## src/rtl/nonce_select.sv

```systemverilog
// nonce_select: scans NUM_NONCES hash words from memory and reports the minimum hash and the first hash below target.
// Optional result write-back is enabled by defining NONCE_SELECT_WRITEBACK_EN.
module nonce_select #(
    parameter int NUM_NONCES = 16,
    parameter int NONCE_W    = 4
) (
    input  logic               clk,
    input  logic               reset_n,
    input  logic               start,
    input  logic [15:0]        hash_addr,
    input  logic [15:0]        result_addr,
    input  logic [31:0]        target,
    output logic               mem_clk,
    output logic               mem_we,
    output logic [15:0]        mem_addr,
    output logic [31:0]        mem_write_data,
    input  logic [31:0]        mem_read_data,
    output logic               done,
    output logic               found,
    output logic [NONCE_W-1:0] best_nonce,
    output logic [31:0]        best_hash,
    output logic [NONCE_W-1:0] first_nonce
);

    // One spare index bit keeps the loop bound representable for power-of-two counts.
    localparam int IW = $clog2(NUM_NONCES) + 1;
    localparam logic [IW-1:0] LAST_IDX = IW'(NUM_NONCES - 1);
    localparam logic [IW-1:0] TWO      = IW'(2);

    typedef enum logic [2:0] {IDLE, READ, DRAIN, WB0, WB1, FIN} state_t;

    state_t        state;
    logic [IW-1:0] rd_idx;
    logic [IW-1:0] cmp_idx;
    logic          do_cmp;
    logic          new_best;
    logic          new_hit;

    assign mem_clk = clk;

    // Read data lags the registered address by two edges, so compares start once rd_idx reaches 2.
    assign do_cmp   = ((state == READ) && (rd_idx >= TWO)) || (state == DRAIN);
    assign new_best = mem_read_data < best_hash;
    assign new_hit  = (mem_read_data < target) && !found;

`ifndef NONCE_SELECT_WRITEBACK_EN
    logic unused_result_addr;
    assign unused_result_addr = ^result_addr;
    assign mem_we = 1'b0;
`endif

    always_ff @(posedge clk or negedge reset_n) begin
        if (!reset_n) begin
            state          <= IDLE;
            rd_idx         <= '0;
            cmp_idx        <= '0;
`ifdef NONCE_SELECT_WRITEBACK_EN
            mem_we         <= 1'b0;
`endif
            mem_addr       <= 16'h0000;
            mem_write_data <= 32'h0000_0000;
            done           <= 1'b0;
            found          <= 1'b0;
            best_nonce     <= '0;
            best_hash      <= 32'h0000_0000;
            first_nonce    <= '0;
        end else begin
            case (state)
                IDLE: begin
                    if (start) begin
                        mem_addr    <= hash_addr;
                        rd_idx      <= IW'(1);
                        cmp_idx     <= '0;
                        done        <= 1'b0;
                        found       <= 1'b0;
                        best_hash   <= 32'hFFFF_FFFF;
                        best_nonce  <= '0;
                        first_nonce <= '0;
                        state       <= READ;
                    end
                end
                READ: begin
                    mem_addr <= hash_addr + 16'(rd_idx);
                    rd_idx   <= rd_idx + IW'(1);
                    if (rd_idx == LAST_IDX) begin
                        state <= DRAIN;
                    end
                end
                DRAIN: begin
                    if (cmp_idx == LAST_IDX) begin
`ifdef NONCE_SELECT_WRITEBACK_EN
                        state <= WB0;
`else
                        state <= FIN;
`endif
                    end
                end
`ifdef NONCE_SELECT_WRITEBACK_EN
                WB0: begin
                    mem_we         <= 1'b1;
                    mem_addr       <= result_addr;
                    mem_write_data <= 32'(best_nonce);
                    state          <= WB1;
                end
                WB1: begin
                    mem_addr       <= result_addr + 16'h0001;
                    mem_write_data <= best_hash;
                    state          <= FIN;
                end
`endif
                FIN: begin
`ifdef NONCE_SELECT_WRITEBACK_EN
                    mem_we <= 1'b0;
`endif
                    done   <= 1'b1;
                    state  <= IDLE;
                end
                default: state <= IDLE;
            endcase

            // Strict less-than keeps the earliest nonce on ties.
            if (do_cmp) begin
                cmp_idx <= cmp_idx + IW'(1);
                if (new_best) begin
                    best_hash  <= mem_read_data;
                    best_nonce <= NONCE_W'(cmp_idx);
                end
                if (new_hit) begin
                    found       <= 1'b1;
                    first_nonce <= NONCE_W'(cmp_idx);
                end
            end
        end
    end

endmodule

```

## config.mk

```make
export PLATFORM = sky130hd
export DESIGN_NAME = nonce_select
export DESIGN_NICKNAME = d
export VERILOG_FILES = /design/src/rtl/nonce_select.sv
export SDC_FILE = /design/constraint.sdc
export NUM_CORES = 1
export LEC_CHECK = 0
export ABC_AREA = 1
export CORE_MARGIN = 3
export CORE_UTILIZATION = 40
export DETAILED_ROUTE_END_ITERATION = 16
export PLACE_DENSITY_LB_ADDON = 0.08
export SETUP_SLACK_MARGIN = 0.15
export SKIP_CTS_REPAIR_TIMING = 1
export SLEW_MARGIN = 20
export SYNTH_ARGS = -nofsm -noshare
export SYNTH_HDL_FRONTEND = slang
export SYNTH_SLANG_ARGS = --single-unit
```

## constraint.sdc

```tcl
create_clock -name clk -period 5.2 [get_ports clk]
set_input_delay 0.52 -clock clk [delete_from_list [all_inputs] [get_ports clk]]
set_output_delay 0.52 -clock clk [all_outputs]
set_load 0.05 [all_outputs]
```

[Word level (Yosys, flattened, before mapping)]
Index checks and enable logic that the tools add are counted.
Widths: inputs -> output; s select.
Operators by class
  multiplexer cells: 29
  magnitude comparators: 3
  $add $sub $neg: 3
  equal/unequal tests: 8
  reductions and logical operators: 13
Operators with widths (number)
  $mux 32: 4
  $lt 32x32->1: 2
  $mux 4: 8
  $pmux 16 s2: 1
  $mux 5: 4
  $add 16x5->16: 1
  $mux 16: 1
  $add 5x1->5 const B: 2
  $eq 5x4->1 const B: 2
  $pmux 5 s2: 1
  $mux 3: 3
  $pmux 3 s3: 1
  $reduce_bool 2->1: 4
  $reduce_and 2->1: 3
  $ge 5x2->1 const B: 1
  $mux 1: 5
  $ne 2x1->1 const B: 2
  $eq 3x1->1 const B: 1
  $eq 3x2->1 const B: 1
  $eq 3x3->1 const B: 1
  $logic_not 3->1: 1
  $reduce_and 3->1: 1
  $logic_and 1x1->1: 2
  $ne 2x2->1 const B: 1
  other kinds (3): 3
Word-level totals
  output and inout bits: 92
  word-level logic and storage cells: 65
  register bits after elaboration: 71
  bits of input ports: 99

[Longest topological paths before layout]
  word-level depth: 5
  gate-level depth with buffers: 17
  depth with buffers taken out: 16

==> results by group <==
Run status
  • Run status: finished, final reports clean

Cells and area
  • Area grow syn2layout: 33.8%
  • Final instance area: roughly 7300 sq um
  • Number of nets in the layout: around 1000
  • Commonest non-fill, non-tap cell in the layout: nand2_1
  • Ant diodes: 0
  • Most frequent cells in the layout: nand2_1 (206), clkdlybuf4s50_1 (140), inv_1 (111)
  • Layout cell share with drive strength beyond 1: 0.0469

Global routing
  • First-pass GRT wire length: roughly 24000 microns
  • GRT Total Usage: 0.202
  • Vias in the first global route: just over 5000
  • Antenna violations before repair: 0
  • Congestion Overflow GR: 0
  • Largest net degree at the start of global routing: just over 70

Clock network
  • Worst-path clk slew: 0.06 ns
  • Clock tree from TritonCTS: yes
  • Latest clock arrival within the worst-skew pair: 0.45 ns

Power
  • Combinational share of power: 0.607
  • Clock power share: 0.182
  • Switch share: 0.505
  • Leakage: 3.82 nW
  • Pwr/cell area: around 670 nW/um^2
  • Tot Pwr: between 4 and 5 mW
  • Switch Pwr: around 2.4 mW
  • Maximum vdd drop: about 0.3 mV
  • Register share of total power: 0.211
  • Int Power: roughly 2.4 mW

Drt
  • Wirelength per Cell: approximately 14 microns
  • Initial DRC count: 277
  • # DRC: 0
  • Via-to-Cell Ratio: between 4 and 5
  • DR vias: 5054
  • Final wirelength: 14300 microns
  • First-pass DRT Iterations: 4
  • Routed Antenna Nets: 0

Synthesis
  • Number of enable flip-flop cells after synthesis: 0
  • Yosys warning count: 32
  • Synth Flop Type: dfrtp_1
  • Asr flop ratio synth: 1.00
  • Post-synthesis average cell area: 7.41 sq um
  • Seq/Total Area, Yosys: 0.327
  • Synth Register Bits: ~70
  • Synth area leaders: dfrtp_1 (33%), ha_1 (17%), nand2_1 (14%), inv_1 (7.7%), nand3_1 (5.7%)
  • Post-synth design cell area: 5430 sq um
  • Synth Instances: around 730
  • Top cell type by total area after synthesis: dfrtp_1
  • Unique masters post-synth: 37
  • Share of the synthesized area in the top cell type: 0.327

Die
  • Num ports: around 190
  • Die Y: approximately 120 microns
  • Initial Util: 0.420
  • Placeable Area: 12900 sq um
  • Die Wd: ~120 microns
  • # rows: 41
  • Die Area: between 15000 and 20000 sq um

Setup path
  • Reg-to-reg slack, setup: between 2 and 2.5 ns
  • CP Data Arrival Time: 3.54 ns
  • Crit-path max FO: 2
  • Critical path class: clock port to primary output
  • Worst Path Required: between 4 and 5 ns
  • Critical Path Sink Type: primary output
  • Startpoint types: clock port

STA
  • Fin. Hold Viols: 0
  • RSZ-0062 raised after global routing: false
  • Worst-Margin Slew: 0.945 ns
  • Relative slew slack: 0.370
  • Setup Viol. Count Final: 0
  • Clock Skew: between 0.008 and 0.009 ns
  • Pins Over Slew Limit: 0
  • Setup_tns: 0 ns

Placed design
  • GP Congestion: approximately 0.85
  • Cell Area, Placed: 6850 sq um
  • Detailed Place HPWL: 10500 microns
  • PortBufs: 141

Run
  • Total of max-cap violations: 0

Min path
  • Hold/Removal Path Class: input port to async pin
## cells in the mapped netlist, types with 2 or more instances
master,instances
nand2_1,206
inv_1,111
ha_1,72
dfrtp_1,71
nand3_1,62
buf_4,38
a21oi_1,37
nor2_1,33
o21ai_0,23
nor3_1,11
buf_2,7
clkbuf_1,7
nand4_1,7
inv_2,5
o22ai_1,5
xor2_1,5
a31oi_1,3
nand3b_1,3
o211ai_1,3
or2_2,3
nand2_2,2
nor2_2,2
nor2_4,2
o31ai_1,2
## path summary, 6_finish.rpt
| kind | start | to | depth (start not counted) |
|---|---|---|---|
| min in group clk | mem_addr[12] | mem_addr[12] | 2 |
| max in group asynchronous | reset_n | best_hash[27] | 1 |
| worst max register to register | best_hash[5] | best_hash[13] | 14 |
| worst min register to register | mem_addr[12] | mem_addr[12] | 2 |
| worst max-delay path | clk | mem_clk | 3 |
| worst min-delay path | reset_n | best_hash[11] | 1 |
## layer usage
metal / share of wire / global-route usage
met1: 0.45 / 0.249
met5: 0 / 0
met4: 0.015 / 0.0756
met2: 0.47 / 0.331
met3: 0.067 / 0.0627
## metrics by stage
stage	util	hold slack, ns	instances	worst slack [ns]
finish	0.562	0.207	1047	1.14
global route	0.562	0.286	1047	1.13
CTS	0.562	0.256	1047	1.14
detailed placement	0.530	0.465	1028	1.41
global placement	0.530	0.466	1028	1.41
floorplan	-	0.224	765	1.91
## state kept, by name, summed over array words and instances, names as in the netlist
signal and flops:
cmp_idx 5, best_hash 32, first_nonce 4, done 1, state 3, rd_idx 5, best_nonce 4, mem_addr 16
found 1
## final cells by class
class,instances,area (sq um)
Sequential cell,71,1780
Clock inverter,6,108
Timing Repair Buffer,142,1410
Inverter,116,435
Tap cell,172,215
Clock buffer,14,324
Multi-Input combinational cell,526,3000
Fill cell,1225,5660
## critical path: stages
cell	delay (ns)
clkbuf_16	0.12
clkbuf_16	0.13
clkdlybuf4s50_1	0.69
## cell families (layout without fill, tap and decap cells)
group / Yosys count / in the layout / synth area share
other: 1 / 33 / 0.000690
flip-flops: 71 / 71 / 0.327
XOR/XNOR: 6 / 6 / 0.00967
buffers and inverters: 168 / 278 / 0.144
AND/OR/NAND/NOR: 334 / 334 / 0.263
AO/OA/AOI/OAI: 80 / 80 / 0.0863
adder cells (fa/ha/maj): 73 / 73 / 0.169
## power groups by stage
stage,combinational [mW],clock [mW],sequential [mW]
after CTS,2.97,0.902,1.02
after global placement,2.89,0.0444,1.02
final,2.94,0.882,1.02
after detailed placement,2.95,0.0444,1.03
after floorplan,1.35,0.0415,1.77
after global routing,3.26,0.930,1.06
(Power assumes the default switching activity.)
